===== config.mk =====
export PLATFORM = sky130hd
export DESIGN_NAME = execute_hazard_controller
export DESIGN_NICKNAME = d
export VERILOG_FILES = /design/src/rtl/execute_hazard_controller.sv
export SDC_FILE = /design/constraint.sdc
export NUM_CORES = 1
export LEC_CHECK = 0
export CAP_MARGIN = 20
export CORE_MARGIN = 1.5
export CORE_UTILIZATION = 30
export DETAILED_ROUTE_END_ITERATION = 8
export GPL_TIMING_DRIVEN = 0
export HOLD_SLACK_MARGIN = 0.06
export SLEW_MARGIN = 20
export SYNTH_ARGS = -nofsm -noshare
export SYNTH_HDL_FRONTEND = slang
export SYNTH_SLANG_ARGS = --single-unit

===== constraint.sdc =====
create_clock -name clk -period 2.7 [get_ports clk]
set_input_delay 0.27 -clock clk [delete_from_list [all_inputs] [get_ports clk]]
set_output_delay 0.27 -clock clk [all_outputs]
set_load 0.01 [all_outputs]

===== src/rtl/execute_hazard_controller.sv =====
// Execute-stage hazard sequencer: one-cycle bubble on load-use hazards and a
// multi-cycle pipeline hold while the vector ALU completes.
module execute_hazard_controller #(
    parameter int VEC_LATENCY    = 4,
    parameter int REG_ADDR_WIDTH = 5
) (
    input  logic                      clk,
    input  logic                      reset,
    input  logic [REG_ADDR_WIDTH-1:0] rs1_decode,
    input  logic [REG_ADDR_WIDTH-1:0] rs2_decode,
    input  logic [REG_ADDR_WIDTH-1:0] rd_execute,
    input  logic                      wre_execute,
    input  logic                      load_instruction,
    input  logic                      vector_op_execute,
    output logic                      stall_fetch,
    output logic                      stall_decode,
    output logic                      stall_execute,
    output logic                      nop_select_decode,
    output logic                      bubble_memory,
    output logic                      vector_busy,
    output logic [3:0]                vector_remaining,
    output logic [15:0]               stall_count
);

    typedef enum logic [1:0] {
        IDLE       = 2'd0,
        LOAD_STALL = 2'd1,
        VEC_RUN    = 2'd2
    } state_t;

    // The first stall cycle happens in IDLE, so VEC_RUN starts at latency-2.
    localparam int         VEC_START_I = (VEC_LATENCY > 1) ? VEC_LATENCY - 2 : 0;
    localparam logic [3:0] VEC_START   = VEC_START_I[3:0];

    state_t      state_q, state_d;
    logic [3:0]  vec_rem_q, vec_rem_d;
    logic [15:0] stall_cnt_q, stall_cnt_d;

    logic hazard;
    logic vec_stall;
    logic load_bubble;

    assign hazard = load_instruction && wre_execute && (rd_execute != '0) &&
                    ((rd_execute == rs1_decode) || (rd_execute == rs2_decode));

    always_comb begin
        // NOTE: every signal gets a default first so no path leaves one unassigned (no latches).
        state_d     = state_q;
        vec_rem_d   = vec_rem_q;
        vec_stall   = 1'b0;
        load_bubble = 1'b0;

        case (state_q)
            IDLE: begin
                if (vector_op_execute) begin
                    if (VEC_LATENCY > 1) begin
                        vec_stall = 1'b1;
                        vec_rem_d = VEC_START;
                        state_d   = VEC_RUN;
                    end
                end else if (hazard) begin
                    load_bubble = 1'b1;
                    state_d     = LOAD_STALL;
                end
            end
            LOAD_STALL: state_d = IDLE;
            VEC_RUN: begin
                if (vec_rem_q != 4'd0) begin
                    vec_stall = 1'b1;
                    vec_rem_d = vec_rem_q - 4'd1;
                end else begin
                    state_d = IDLE;
                end
            end
            default: state_d = IDLE;
        endcase

        // Reset suppresses every pipeline control, even mid-operation.
        if (reset) begin
            vec_stall   = 1'b0;
            load_bubble = 1'b0;
        end

        stall_fetch       = vec_stall || load_bubble;
        stall_decode      = vec_stall || load_bubble;
        stall_execute     = vec_stall;
        bubble_memory     = vec_stall;
        nop_select_decode = load_bubble;

        stall_cnt_d = stall_cnt_q;
        if (stall_fetch && (stall_cnt_q != 16'hFFFF)) begin
            stall_cnt_d = stall_cnt_q + 16'd1;
        end
    end

    always_ff @(posedge clk) begin
        // NOTE: sequential state uses non-blocking assignments only.
        if (reset) begin
            state_q     <= IDLE;
            vec_rem_q   <= 4'd0;
            stall_cnt_q <= 16'd0;
        end else begin
            state_q     <= state_d;
            vec_rem_q   <= vec_rem_d;
            stall_cnt_q <= stall_cnt_d;
        end
    end

    assign vector_busy      = (state_q == VEC_RUN);
    assign vector_remaining = vec_rem_q;
    assign stall_count      = stall_cnt_q;

endmodule


# [Word-level counts from Yosys, hierarchy flattened]
# Index checks and enable logic that the tools add are counted.
[totals] register_bits=22 input_bits=20
[op_classes] n_addsub=2 n_eq_ne=8 muxes=15 reduce_logical=12
[op_table] op="adder 16 x 1 -> 16 bit (second input constant)" n=1
[op_table] op="!= test 16 bit (second input constant)" n=1
[op_table] op="== test 5 bit" n=2
[op_table] op="2-to-1 mux 4 bit" n=2
[op_table] op="one-hot mux 4 bit (2 select lines)" n=1
[op_table] op="2-to-1 mux 1 bit" n=7
[op_table] op="2-to-1 mux 2 bit" n=3
[op_table] op="nonzero test 5 bit" n=1
[op_table] op="logical AND 1 bit" n=4
[op_table] op="!= test 2 bit (second input constant)" n=2
[op_table] op="one-hot mux 2 bit (2 select lines)" n=1
[op_table] op="nonzero test 4 bit" n=1
[op_table] op="subtractor 4 x 1 -> 4 bit (second input constant)" n=1
[op_table] op="!= test 3 bit (second input constant)" n=1
[op_table] op="AND reduction 3 bit" n=1
[op_table] op="== test 2 bit (second input constant)" n=1
[op_table] op="logical NOT 2 bit" n=1
[op_table] op="logical OR 1 bit" n=2
[op_table] op="!= test 2 x 1 -> 1 bit (second input constant)" n=1
[op_table] op="one-hot mux 1 bit (2 select lines)" n=1
[op_table] op="AND reduction 2 bit" n=1
[op_table] op="nonzero test 2 bit" n=1

# [Logic depth before layout (Yosys ltp)]
# Gate-level depths: netlist (run 1).
[logic_depth] ltp_word=9 mapped_depth=11 mapped_depth_nobuf=9

# [Least setup slack after synthesis (run 1)]
# No wires, ideal clock.
[synth_timing] path_type="register to output" start="reg vec_rem_q[0] (netlist: vector_remaining[0])" end="out stall_fetch" t_arrival_ns=2.035 path_slack_ns=0.395 stages_incl_launch_ff=11 path_cell_list="dfxtp_1 > inv_1 > ha_1 > nor3b_1 > a211oi_2 > and2_2 > a21oi_4 > buf_4 > buf_4 > inv_2 > buf_4"
[synth_between] elab_chain_cells=5
[synth_rtl] item="start: declaration" line="36" rtl="logic [3:0] vec_rem_q, vec_rem_d;"
[synth_rtl] item="start signal: assignment" line="104" rtl="vec_rem_q <= vec_rem_d;"
[synth_rtl] item="nonzero test 4 bit" line="68" rtl="if (vec_rem_q != 4'd0) begin"
[synth_rtl] item="2-to-1 mux 1 bit" line="68"
[synth_rtl] item="one-hot mux 1 bit (2 select lines)" line="53" rtl="case (state_q)"
[synth_rtl] item="2-to-1 mux 1 bit" line="79" rtl="if (reset) begin"
[synth_rtl] item="named net bubble_memory" line="19" rtl="output logic bubble_memory,"
[synth_rtl] item="logical OR 1 bit"
[synth_rtl] item="end: declaration" line="15" rtl="output logic stall_fetch,"
# The timed path passes the listed nets, and every way through them passes these cells.

# [Final worst setup path (run 1)]
[layout_timing] start="in rd_execute[4]" end="out stall_decode"
[layout_between] elab_chain_cells=8 elab_cells_between_ends=11
[layout_rtl] item="start: declaration" line="11" rtl="input logic [REG_ADDR_WIDTH-1:0] rd_execute,"
[layout_rtl] item="== test 5 bit / nonzero test 5 bit (equally long branches)" line="44, 43"
[layout_rtl] item="logical OR 1 bit / logical AND 1 bit (equally long branches)" line="44, 43"
[layout_rtl] item="logical AND 1 bit (*)" line="43" rtl="assign hazard = load_instruction && wre_execute && (rd_execute != '0) &&"
[layout_rtl] item="2-to-1 mux 1 bit (*)" line="61" rtl="end else if (hazard) begin"
[layout_rtl] item="2-to-1 mux 1 bit (*)" line="55" rtl="if (vector_op_execute) begin"
[layout_rtl] item="2-to-1 mux 1 bit (*)" line="53"
[layout_rtl] item="2-to-1 mux 1 bit (*)" line="79"
[layout_rtl] item="logical OR 1 bit (*)" line="85" rtl="stall_decode = vec_stall || load_bubble;"
[layout_rtl] item="end: declaration" line="16" rtl="output logic stall_decode,"
# Every way passes the cells marked *; elsewhere a longest branch is shown, timed or not.

==> results of run 1 <==
-- cells in the final DEF (no fill, tap or decap), types with 2 or more instances in the layout --
| master | Yosys | layout |
|---|---|---|
| and3_1 | 3 | 3 |
| or3_1 | 2 | 2 |
| mux2_2 | 3 | 3 |
| nand4_1 | 2 | 2 |
| o311ai_0 | 3 | 3 |
| nor2b_1 | 5 | 5 |
| nor3_1 | 2 | 2 |
| o31ai_1 | 9 | 9 |
| or4_1 | 8 | 7 |
| dlymetal6s2s_1 | 0 | 2 |
| and2_4 | 1 | 2 |
| dlygate4sd2_1 | 0 | 2 |
| nor2_1 | 11 | 10 |
| inv_1 | 4 | 4 |
| clkbuf_8 | 0 | 3 |
| and4_1 | 2 | 2 |
| nand2_1 | 14 | 14 |
| o21ai_1 | 3 | 3 |
| buf_6 | 2 | 2 |
| clkdlybuf4s50_1 | 0 | 40 |
| o41ai_1 | 2 | 2 |
| clkbuf_1 | 2 | 2 |
| ha_1 | 2 | 2 |
| a21oi_1 | 11 | 11 |
| nand3_1 | 10 | 10 |
| buf_4 | 4 | 7 |
| nor4_1 | 2 | 2 |
| xor2_1 | 2 | 2 |
| dfxtp_2 | 0 | 2 |
| and2_1 | 4 | 4 |
| dfxtp_1 | 22 | 20 |
| xnor2_1 | 11 | 11 |
-- worst paths after layout --
kind	from	endpoint
min reg2reg	stall_count[10]	stall_count[10]
max	rd_execute[4]	stall_decode
max reg2reg	vector_remaining[0]	stall_count[8]
min	stall_count[10]	stall_count[10]
-- sequential cells by signal (all words and copies together), names as in the netlist --
| register | cells |
|---|---|
| vector_remaining | 4 |
| stall_count | 16 |
| state_q | 2 |
-- per-stage QoR --
stage,std cells,area (um2),TNS [ps],hold slack [ps],utilization [%]
CTS,255,1890,0,497,46.3
detailed placement,249,1800,-807,486,44.2
floorplan,155,1300,0,498,-
finish,256,1920,0,495,47.1
global route,256,1920,0,535,47.1
global placement,249,1800,-721,489,44.2
-- metal layers --
| layer | vias to the layer above | share of wire, % | GRT usage [%] | wire [um] |
|---|---|---|---|---|
| li1 | 669 | - | - | - |
| met1 | 631 | 41 | 18.4 | 1470 |
| met2 | 41 | 53 | 33.2 | 1920 |
| met3 | 8 | 4.2 | 3.25 | 151 |
| met4 | 0 | 1.3 | 3.68 | 48 |
| met5 | - | 0 | 0 | 0 |
-- repair_timing --
item | CTS | global route
pin swaps | 2 | 1
setup buffers | 4 | 1
setup endpoints to repair | 3 | 1
gates resized for setup | 9 | 6
-- power by group --
part | internal [mW] | switching [mW] | total [mW]
logic | 0.138 | 0.114 | 0.252
clock network | 0.0996 | 0.101 | 0.200
registers | 0.342 | 0.0189 | 0.361
-- critical path, stage by stage --
cell and delay (ps):
clkdlybuf4s50_1 480, or4_4 440, nor2_2 150, nor4_4 70, a21oi_4 220, buf_8 120
inv_2 40, clkdlybuf4s50_1 470
-- final cells by class --
type / instances / area share, %
buffer: 8 / 3.38
clock buffer: 3 / 2.15
inverter: 5 / 0.976
multi-input combinational: 119 / 42.2
sequential: 22 / 23.0
tap: 50 / 3.25
timing repair buffer: 49 / 25.0
-- kinds of logic (layout without fill, tap and decap cells) --
family,after synthesis,in the layout,synth area share (%)
AND/OR/NAND/NOR,70,70,29.8
buffers and inverters,14,65,6.44
XOR/XNOR,13,13,8.75
AO/OA/AOI/OAI,31,31,16.6
flip-flops,22,22,33.8
adder cells (fa/ha/maj),2,2,1.92
multiplexers,3,3,2.60
==> run metrics, run 1 <==
status=finished clean; total track usage=16.9%; final hold violation count=0; R2R depth=10; area of the multi-input gates=812 um2; grt ovf=0; Lkg Pwr=0.685 nW; worst slew pin tran=472 ps; Peak VDD IR=0.000212 V; Critical Path Fanout Max=4; CTS tree=done; CTS sink count=22; Yosys top cell by area=dfxtp_1; Syn Nets=177; global-route wire length before repair=6130 um; async set-reset flop share out of synthesis=0%; Initial Util=31.8%; post-cts hold buffer count=0; # port buffers=44; die area=4740 um2; Final ANT Viol Nets=0; Root Driver=clkbuf_8; mapped cell area=about 1300 um2; clock-pin slew on the worst setup and hold paths=around 70 ps; final setup margin=about 180 ps; crit end category=output pin; CTS Buffer Depth=2; top post-synthesis cells by area=dfxtp_1 (34%), xnor2_1 (7.4%), o31ai_1 (5.2%); CP required=2430 ps; initial DRC count=40; FMAX=about 400 MHz; Synth Instances=155; ys flop type=dfxtp_1; YS warnings=0; TritonCTS Buffers=3; unrepaired setup endpoints after global routing=false; Die Span Y=between 60 and 70 um; Die Span X=68.9 um; min-delay worst type=reg -> reg; DP Wirelength=2720 um; nets=between 200 and 250; post-synth cell types=36; crit path DAT=2250 ps; drt pass-1 iters=4; dpl ws=-460 ps; vias in the first global route=1,401; minimum clock period after layout=roughly 2500 ps; worst setup path category=in -> out; flop-to-flop setup slack=320 ps; synth cell count leaders=dfxtp_1 (22), nand2_1 (14), a21oi_1 (11), nor2_1 (11), xnor2_1 (11); cell row count=23; Post-Route Skew=about 4.4 ps; core region area=4090 um2; Power, Total=approximately 0.8 mW; Slew Viols, Final=0; WL/cell=14.0 um; diode count=0; Vias/cell=5.27; Tcrit/Tclk final=between 90% and 100%; WHS Path Cells=2; register bit count reported by yosys=22; Reg area=443 um2; layout cells sized above 1=14.1%; area growth from synthesis to final layout=47.8%; top-count cell post-synth=dfxtp_1; Mean Syn Cell Area=~8.4 um2; filler cell count=412; Relative slew margins=68.5%; Max-cap violations=0; pwr dens=423 nW/um2; number of enable flip-flop cells after synthesis=0; sequential area share after synthesis=33.8%; largest net degree at the start of global routing=19; Boundary Pins=46; Synth top area share=33.8%; WL final=between 3000 and 4000 um; worst skew pair latency=260 ps; H-tree depth=1; initial antenna violation count=0; DRC Markers=0; Final Wtd Congestion=0.816; vias=approximately 1,300; CP Launch Type=input port; endpoints failing setup=0
Power figures use the tool's default switching activity.
==> inputs of run 2 (changes only) <==
- CORE_ASPECT_RATIO: not set -> 1.25
==> run 2 against run 1 <==
  * Combinational power is 5% lower
  * Via count is 4.6% lower
  * Global-route usage is 2.1 points lower
  * Cell area is 0.59% higher
  * Core utilization is 0.24 points lower
  * Maximum frequency is 1.6% lower
  * Cell count is 2.0% higher
  * Critical path type unchanged
  * Critical endpoint unchanged
  * Largest cell class unchanged
  * Largest power group unchanged
==> run metrics, run 2 (same netlist as run 1, synthesis figures left out) <==
initial antenna violation count=0; met3 track demand over resource=2.21%; Final ANT Viol Nets=0; largest net degree at the start of global routing=19; vias in the first global route=1,239; crit end category=output pin; initial DRC count=46; cell row count=26; Boundary Pins=46; Final Cell Area=1930 um2; grt met1 use=18.1%; worst setup path category=in -> out; post-route insts no fill=261; post-route setup TNS=0 ps; Critical Path Fanout Max=4; core region area=just over 4000 um2; RR Endpoint=stall_count[6]; CTS tree=done; endpoints failing setup=0; DP Wirelength=2510 um; layout cells sized above 1=13.2%; min-delay worst type=in -> reg; diode count=0; routing usage on met2=about a quarter; dpl cells=approximately 260; DRC Markers=0; Slew Viols, Final=0; TritonCTS Buffers=3; grt ovf=0; FMAX=just under 400 MHz; Root Driver=clkbuf_8; Power, Total=0.909 mW; crit path DAT=2290 ps; post-cts hold buffer count=0; Hold Path Origin=reset; grt peak-use layer=met2; pwr dens=470 nW/um2; Die Span X=between 60 and 70 um; Final Wtd Congestion=roughly 0.76; worst slew pin tran=516 ps; R2R depth=9; Relative slew margins=65.3%; Vias/cell=4.93; Initial Util=31.5%; WHS Path Cells=3; CP required=2430 ps; worst hold endpoint=stall_count[14]; status=finished clean; Max-cap violations=0; Peak VDD IR=0.000208 V; vias=1,287; Tcrit/Tclk final=between 90 and 100%; die area=4740 um2; Die Span Y=76.6 um; WL final=about 3300 um; flop-to-flop setup slack=410 ps; H-tree depth=1; global-route wire length before repair=approximately 5500 um; Post-Route Skew=6.51 ps; final hold violation count=0; total track usage=14.8%; post-layout util=46.8%; unrepaired setup endpoints after global routing=false; worst skew pair latency=270 ps; final setup margin=139 ps; # port buffers=44; CP Launch Type=input port; Worst R2R Start=vector_remaining[0]; placed cell areas=1810 um2; max reg flops=16; crit path from=rd_execute[1]; most frequent cells in the layout=clkdlybuf4s50_1 (43), dfxtp_1 (21), nand2_1 (14); drt pass-1 iters=4; CTS sink count=22; nets=between 200 and 250; tightest hold margin=473 ps; WL/cell=about 13 um; area growth from synthesis to final layout=48.7%; minimum clock period after layout=2560 ps; Lkg Pwr=0.676 nW; clock-pin slew on the worst setup and hold paths=about 80 ps; leading cell type in the layout, fill and taps excluded=clkdlybuf4s50_1; dpl ws=-431 ps; CTS Buffer Depth=2
-- run 2: repair_timing --
item / 4_1_cts / 5_1_grt
resized for setup: 4 / 5
setup buffers: 3 / 0
setup endpoints to repair: 3 / 2
pin swaps: 2 / 1
-- run 2: layout make-up --
type | instances | area (um2)
Timing Repair Buffer | 47 | 465
Fill cell | 422 | 2200
Clock inverter | 1 | 30.0
Buffer | 8 | 65.1
Clock buffer | 3 | 41.3
Multi-Input combinational cell | 119 | 802
Inverter | 5 | 18.8
Sequential cell | 22 | 442
Tap cell | 56 | 70.1
-- run 2: worst max-delay path by stage --
stage,cells after the start,endpoint
floorplan,10,stall_fetch
global placement,10,stall_fetch
detailed placement,10,stall_fetch
CTS,10,stall_fetch
global route,9,stall_decode
finish,8,stall_decode
-- run 2: per-layer routing --
metal  vias up  share of wire (%)
li1        665                  -
met3         4                3.1
met4         0                1.6
met5         -                  0
met1       590                 44
met2        28                 52
-- run 2: critical path, stage by stage --
cell,delay [ps]
clkdlybuf4s50_1,470
or4_4,550
nor2_2,100
nor4_2,70
a21oi_4,200
buf_8,120
inv_2,30
clkdlybuf4s50_1,460
-- run 2: power by group --
part	switching, mW	leakage (nW)	internal (mW)	total (mW)
registers	0.0182	0.179	0.341	0.359
logic	0.107	0.462	0.133	0.240
clock network	0.111	0.0357	0.198	0.309
